**src/rtl/result_streamer.sv**
```systemverilog
// rtl/result_streamer.sv - float estimate to saturated fixed point converter with output FIFO (optional RESULT_DROPCNT_EN adds drop_cnt)
module result_streamer #(
    parameter int EXP_W  = 8,
    parameter int MANT_W = 23,
    parameter int OUT_W  = 16,
    parameter int FRAC_W = 8,
    parameter int DEPTH  = 16
) (
    input  logic                  clk,
    input  logic                  rst,
    input  logic                  in_valid,
    input  logic [EXP_W+MANT_W:0] in,
    output logic                  out_valid,
    input  logic                  out_ready,
    output logic [OUT_W-1:0]      out_data,
    output logic                  full,
    output logic                  sat
`ifdef RESULT_DROPCNT_EN
    ,
    output logic [15:0]           drop_cnt
`endif
);

    localparam int AW     = $clog2(DEPTH);
    localparam int PW     = AW + 1;
    localparam int SH_W   = EXP_W + 8;
    localparam int WIDE_W = MANT_W + 1 + OUT_W;
    localparam int BIAS   = (1 << (EXP_W - 1)) - 1;

    // Shift applied to the integer mantissa {1,m}: e - bias + frac - mant
    localparam logic signed [SH_W-1:0] SH_OFF = SH_W'(FRAC_W - MANT_W - BIAS);
    // Any left shift of at least OUT_W pushes the leading one past the sign bit
    localparam logic signed [SH_W-1:0] SH_MAX = SH_W'(OUT_W);
    // Right shifts beyond MANT_W+1 leave neither integer bits nor a round bit
    localparam logic [SH_W-1:0]        RS_MAX = SH_W'(MANT_W + 1);
    localparam logic [SH_W-1:0]        RS_ONE = SH_W'(1);
    localparam logic [WIDE_W-1:0]      LIM    = WIDE_W'(1) << (OUT_W - 1);
    localparam logic [OUT_W-1:0]       POS_MAX = {1'b0, {(OUT_W-1){1'b1}}};
    localparam logic [OUT_W-1:0]       NEG_MAX = {1'b1, {(OUT_W-1){1'b0}}};

    typedef enum logic [1:0] {
        TAG_ZERO,
        TAG_NORM,
        TAG_SPEC
    } tag_t;

    logic                  in_sign;
    logic [EXP_W-1:0]      in_exp;
    logic [MANT_W-1:0]     in_mant;

    assign in_sign = in[EXP_W+MANT_W];
    assign in_exp  = in[EXP_W+MANT_W-1:MANT_W];
    assign in_mant = in[MANT_W-1:0];

    // Stage 1 registers
    logic                   s1_valid;
    logic                   s1_sign;
    logic [MANT_W-1:0]      s1_mant;
    logic signed [SH_W-1:0] s1_shift;
    tag_t                   s1_tag;

    // Stage 2 registers
    logic                   s2_valid;
    logic [OUT_W-1:0]       s2_data;
    logic                   s2_sat;

    // Conversion datapath
    logic [MANT_W:0]        mant_full;
    logic [SH_W-1:0]        rs;
    logic [WIDE_W-1:0]      mag;
    logic [WIDE_W-1:0]      rnd;
    logic                   over;
    logic [OUT_W-1:0]       conv_data;
    logic                   conv_sat;

    // FIFO
    logic [OUT_W-1:0]       mem [DEPTH];
    logic [PW-1:0]          wr_ptr;
    logic [PW-1:0]          rd_ptr;
    logic [PW-1:0]          wr_ptr_n;
    logic [PW-1:0]          rd_ptr_n;
    logic                   rd_en;
    logic                   wr_en;

    // S1: decode sign, unbiased shift and special-case class of the incoming float
    always_ff @(posedge clk) begin
        if (rst) begin
            s1_valid <= 1'b0;
        end else begin
            s1_valid <= in_valid;
            if (in_valid) begin
                s1_sign  <= in_sign;
                s1_mant  <= in_mant;
                s1_shift <= $signed(SH_W'(in_exp)) + SH_OFF;
                if (in_exp == '0) begin
                    s1_tag <= TAG_ZERO;
                end else if (&in_exp) begin
                    s1_tag <= TAG_SPEC;
                end else begin
                    s1_tag <= TAG_NORM;
                end
            end
        end
    end

    // Shift the mantissa into place, round half away from zero, then saturate and apply sign
    always_comb begin
        mant_full = {1'b1, s1_mant};
        rs        = -s1_shift;
        mag       = '0;
        rnd       = '0;
        over      = 1'b0;
        case (s1_tag)
            TAG_ZERO: mag = '0;
            TAG_SPEC: over = 1'b1;
            default: begin
                if (!s1_shift[SH_W-1]) begin
                    if (s1_shift >= SH_MAX) begin
                        over = 1'b1;
                    end else begin
                        mag = WIDE_W'(mant_full) << s1_shift;
                    end
                end else if (rs <= RS_MAX) begin
                    // Keep one extra bit below the LSB; it is the half-LSB round bit
                    rnd = WIDE_W'(mant_full) >> (rs - RS_ONE);
                    mag = (rnd >> 1) + WIDE_W'(rnd[0]);
                end
            end
        endcase
        // The negative range reaches one step further than the positive range
        if (!over) begin
            over = s1_sign ? (mag > LIM) : (mag >= LIM);
        end
        if (over) begin
            conv_data = s1_sign ? NEG_MAX : POS_MAX;
        end else begin
            conv_data = s1_sign ? (-mag[OUT_W-1:0]) : mag[OUT_W-1:0];
        end
        conv_sat = over;
    end

    // S2: hold the converted word until it is offered to the FIFO
    always_ff @(posedge clk) begin
        if (rst) begin
            s2_valid <= 1'b0;
        end else begin
            s2_valid <= s1_valid;
            if (s1_valid) begin
                s2_data <= conv_data;
                s2_sat  <= conv_sat;
            end
        end
    end

    // A full FIFO still accepts a write when the head leaves in the same cycle
    assign rd_en    = out_valid && out_ready;
    assign wr_en    = s2_valid && (!full || rd_en);
    assign wr_ptr_n = wr_ptr + PW'(wr_en);
    assign rd_ptr_n = rd_ptr + PW'(rd_en);

    // FIFO storage write; contents need no reset because pointers gate visibility
    always_ff @(posedge clk) begin
        if (!rst && wr_en) begin
            mem[wr_ptr[AW-1:0]] <= s2_data;
        end
    end

    // Pointers, registered status flags and the head register, all reflecting post-edge occupancy
    always_ff @(posedge clk) begin
        if (rst) begin
            wr_ptr    <= '0;
            rd_ptr    <= '0;
            out_valid <= 1'b0;
            full      <= 1'b0;
            out_data  <= '0;
            sat       <= 1'b0;
        end else begin
            wr_ptr    <= wr_ptr_n;
            rd_ptr    <= rd_ptr_n;
            out_valid <= (wr_ptr_n != rd_ptr_n);
            full      <= (wr_ptr_n == {~rd_ptr_n[AW], rd_ptr_n[AW-1:0]});
            // Bypass the array when the new head is the word being written this edge
            if (wr_ptr_n != rd_ptr_n) begin
                out_data <= (wr_en && (wr_ptr == rd_ptr_n)) ? s2_data
                                                            : mem[rd_ptr_n[AW-1:0]];
            end
            if (s2_valid && s2_sat) begin
                sat <= 1'b1;
            end
        end
    end

`ifdef RESULT_DROPCNT_EN
    logic drop;

    assign drop = s2_valid && full && !rd_en;

    // Saturating count of samples lost to a full FIFO
    always_ff @(posedge clk) begin
        if (rst) begin
            drop_cnt <= '0;
        end else if (drop && (drop_cnt != 16'hFFFF)) begin
            drop_cnt <= drop_cnt + 16'd1;
        end
    end
`endif

endmodule

```
**config.mk**
```make
export PLATFORM = sky130hd
export DESIGN_NAME = result_streamer
export DESIGN_NICKNAME = d
export VERILOG_FILES = /design/src/rtl/result_streamer.sv
export SDC_FILE = /design/constraint.sdc
export NUM_CORES = 1
export LEC_CHECK = 0
export ABC_AREA = 1
export CAP_MARGIN = 40
export CELL_PAD_IN_SITES_DETAIL_PLACEMENT = 2
export CELL_PAD_IN_SITES_GLOBAL_PLACEMENT = 2
export CORE_UTILIZATION = 41
export CTS_BUF_LIST = sky130_fd_sc_hd__clkbuf_8
export DETAILED_ROUTE_END_ITERATION = 10
export PLACE_DENSITY_LB_ADDON = 0.08
export SLEW_MARGIN = 20
export SYNTH_ARGS = -nofsm -noshare
export SYNTH_HDL_FRONTEND = slang
export SYNTH_SLANG_ARGS = --single-unit
```
**constraint.sdc**
```tcl
create_clock -name clk -period 6.2 [get_ports clk]
set_input_delay 1.24 -clock clk [delete_from_list [all_inputs] [get_ports clk]]
set_output_delay 1.24 -clock clk [all_outputs]
set_load 0.05 [all_outputs]
```
==> impl_metrics.py <==
metrics = {
    "setup_path": {
        "path_depth": 31,
        "crit_family": "simple AND/OR/NAND/NOR gates",
        "end_kind": "register",
        "worst-setup-path-type": "reg -> reg",
        "crit_buf_inv": 4,
        "critical-path-slowest-cell": "edfxtp_1",
        "required_ns": 6.71,
        "r2r-end": "s2_data[6]",
        "cp_max_fo": 37,
        "cp_common_cell": "nand2_1",
        "critPathArrivalTime_ns": 6.29,
        "cpPeakStageDelay_ns": 0.42,
        "reg2reg_setup_slack_ns": 0.43,
        "ff2ff_path_depth": 31,
        "r2r-start": "s1_shift[0]",
        "cp-start-kind": "register",
    },
    "synthesis": {
        "synth_top_area_cell": "edfxtp_1",
        "synth_common_cells": "nand2_1 (368), edfxtp_1 (309), nor2_1 (265)",
        "yosys_register_bits": 340,
        "ys_types": 53,
        "synth_ff_type": "edfxtp_1",
        "synth_fp_nets": 2009,
        "synth.most_common_cell": "nand2_1",
        "postSynthCellCount": 1963,
        "synth_top_cell_area_share_pct": 52.14,
        "synth_area_um2": 17790,
        "synth-edff-count": 309,
        "synth_top_cells_by_area": "edfxtp_1 (52%), nand2_1 (7.8%), o21ai_0 (6.6%)",
        "async_reset_ff_share_pct": 0,
        "ys_seq_area_share_pct": 55.63,
        "avgSynthCellArea_um2": 9.065,
        "yosysWarnings": 0,
    },
    "run_status": {
        "status": "complete, no violations",
    },
    "sta": {
        "skew_ns": 0.04732,
        "finalCriticalPeriod_ns": 5.773,
        "finalSetupViolCount": 0,
        "maxSlewHeadroom_pct": 40.33,
        "maxSlewViolCount": 0,
        "max_clock_freq_ghz": 0.1732,
        "holdWs_ns": 0.4406,
        "tightest_slew_ns": 0.8950,
        "finalHoldViolCount": 0,
        "setup_ws_ns": 0.4267,
        "fin_crit_sh_pct": 93.12,
    },
    "global_routing": {
        "track_usage_pct": 31.43,
        "grt_util_met1_pct": 35.99,
        "grt_pass1_vias": 17274,
        "grt.busiest_layer": "met2",
        "grt_pass1_wl_um": 105100,
        "grt_overflow": 0,
        "antenna_found_initial": 1,
        "met2_usage_pct": 58.45,
        "grt_max_degree": 85,
        "use_met3_pct": 3.471,
    },
    "placement": {
        "routabilityCongestion": 0.9149,
        "hpwl_um": 45780,
        "io_buffer_count": 54,
        "postPlaceCellArea_um2": 19040,
        "dpl_worst_slack_ns": 0.2226,
    },
    "power": {
        "p_switching_uw": 1789,
        "power.density_nw_per_um2": 277.4,
        "swShare_pct": 31.56,
        "seqPwrFrac_pct": 45.9,
        "vdd_drop_max_uv": 206.3,
        "leakagePower_uw": 0.007500,
        "clkPwrFrac_pct": 37.0,
        "comb_power_share_pct": 17.1,
        "intPower_uw": 3879,
    },
    "die": {
        "io_pins": 55,
        "initial_core_util_pct": 41.95,
        "fp.dieW_um": 210.3,
        "coreArea_um2": 42420,
        "rows": 75,
        "die_area_um2": 44240,
        "fp.dieH_um": 210.3,
    },
    "routing": {
        "wl_um": 70100,
        "drt_iter0_drc": 918,
        "routed-via-count": 15816,
        "via_per_inst": 5.944,
        "ant_nets": 0,
        "wl_per_cell_um": 26.34,
        "dr.pass1.iters": 5,
        "drc": 0,
    },
    "cells_and_area": {
        "fill_cells": 4622,
        "layout-drive-gt1-share_pct": 11.04,
        "final_cell_area_um2": 20430,
        "nNetsFinal": 2081,
        "syn2layout_area_growth_pct": 14.83,
    },
    "worst_hold_path": {
        "holdPathEnd": "s2_valid",
        "hold_depth": 2,
        "hold_path.class": "reg -> reg",
        "hp-start": "s1_valid",
    },
    "clocking": {
        "clkSinkCount": 340,
        "clk_latency_ns": 0.68,
        "cts_tree": "built",
        "cts_made_buffers": 59,
        "cts.clk_slew.worst_paths_ns": 0.07,
        "clockBufferDepth": 3,
        "cts-root-buf": "clkbuf_8",
        "hold_buffers": 0,
        "htreeDepth": 2,
    },
    "flow_run": {
        "cap_viol_max_count": 0,
    },
}
[worst reg2reg max path: cells and delay by family (launching register included)]
kind	cells	cell delay, ns
AND/OR/NAND/NOR	20	2.85
flip-flops	1	0.42
buffers and inverters	4	0.86
AO/OA/AOI/OAI	5	0.96
adder cells (fa/ha/maj)	2	0.52
[state kept, by name, indices dropped and copies added (netlist names)]
signal,cells
s2_data,16
s1_shift,10
s2_sat,1
full,1
s2_valid,1
sat,1
s1_valid,1
s1_mant,23
wr_ptr,5
s1_tag,2
s1_sign,1
rd_ptr,5
out_valid,1
mem,256
out_data,16
[per-layer routing]
layer  share of wire (%)  wire (µm)
met1                  39      27230
met2                  52      36690
met3                 4.3       2999
met4                 4.5       3174
met5                   0          0
[power groups by stage]
stage	Clock, µW	Combinational, µW	Sequential (µW)
6_report	2100	970	2600
5_1_grt	2210	1050	2600
4_1_cts	2120	939	2600
3_5_place_dp	0	923	2650
3_3_place_gp	0	879	2640
2_1_floorplan	0	541	2690
[timing repair]
action                     4_1_cts  5_1_grt
resized for setup                0       14
buffers inserted                 0       14
setup endpoints to repair        0       17
[layout make-up]
type	count	area [µm²]	share of cell area, %
clock buffers	59	812.0	3.974
well taps	577	721.9	3.533
clock inverters	50	336.6	1.647
repair buffers	120	1092	5.346
diodes	1	2.502	0.01225
multi-input cells	1387	7087	34.68
flip-flops and latches	340	9899	48.45
inverters	127	481.7	2.357
[cells in the final DEF (no fill, tap or decap), types with 14 or more instances in the layout]
cell	synthesis	layout
nor2_4	11	15
clkinv_1	4	24
a21oi_1	31	29
o21ai_0	235	235
clkdlybuf4s50_1	0	54
buf_4	1	59
inv_1	114	126
nand3_1	218	217
nand4_1	38	38
clkbuf_8	0	59
o221ai_1	66	66
dfxtp_1	31	31
nor2_2	8	16
o22ai_1	14	14
nand2_1	368	368
nor2_1	265	256
nand2_2	18	17
xor2_1	19	18
edfxtp_1	309	309
[stage by stage]
step	cells	setup TNS [ns]	power [µW]	utilization, %
after floorplan	1963	0	3226	-
after global placement	2528	0	3521	44.77
after detailed placement	2532	0	3571	44.90
after CTS	2641	0	5665	47.61
after global routing	2661	-0.09247	5857	48.17
final	2661	0	5667	48.17
[cell families after synthesis]
kind of cell,after synthesis,share of synthesized area [%]
buffers and inverters,240,5.555
adders and majority gates,10,0.7031
xor gates and xnor gates,29,1.427
and+or+nand+nor,955,23.69
AOI/OAI and AO/OA,389,12.99
DFF,340,55.63
[worst max-delay path by stage]
stage	startpoint	slack, ns	end
6_report	s1_shift[0]	0.43	s2_data[6]
5_1_grt	s1_shift[0]	-0.03	s2_data[6]
4_1_cts	s1_shift[0]	0.15	s2_data[2]
3_5_place_dp	s1_shift[0]	0.22	s2_data[2]
3_3_place_gp	s1_shift[0]	0.59	s2_data[0]
2_1_floorplan	s1_shift[0]	0.62	s2_data[10]
Note: power is estimated with default switching activity, not from simulation.
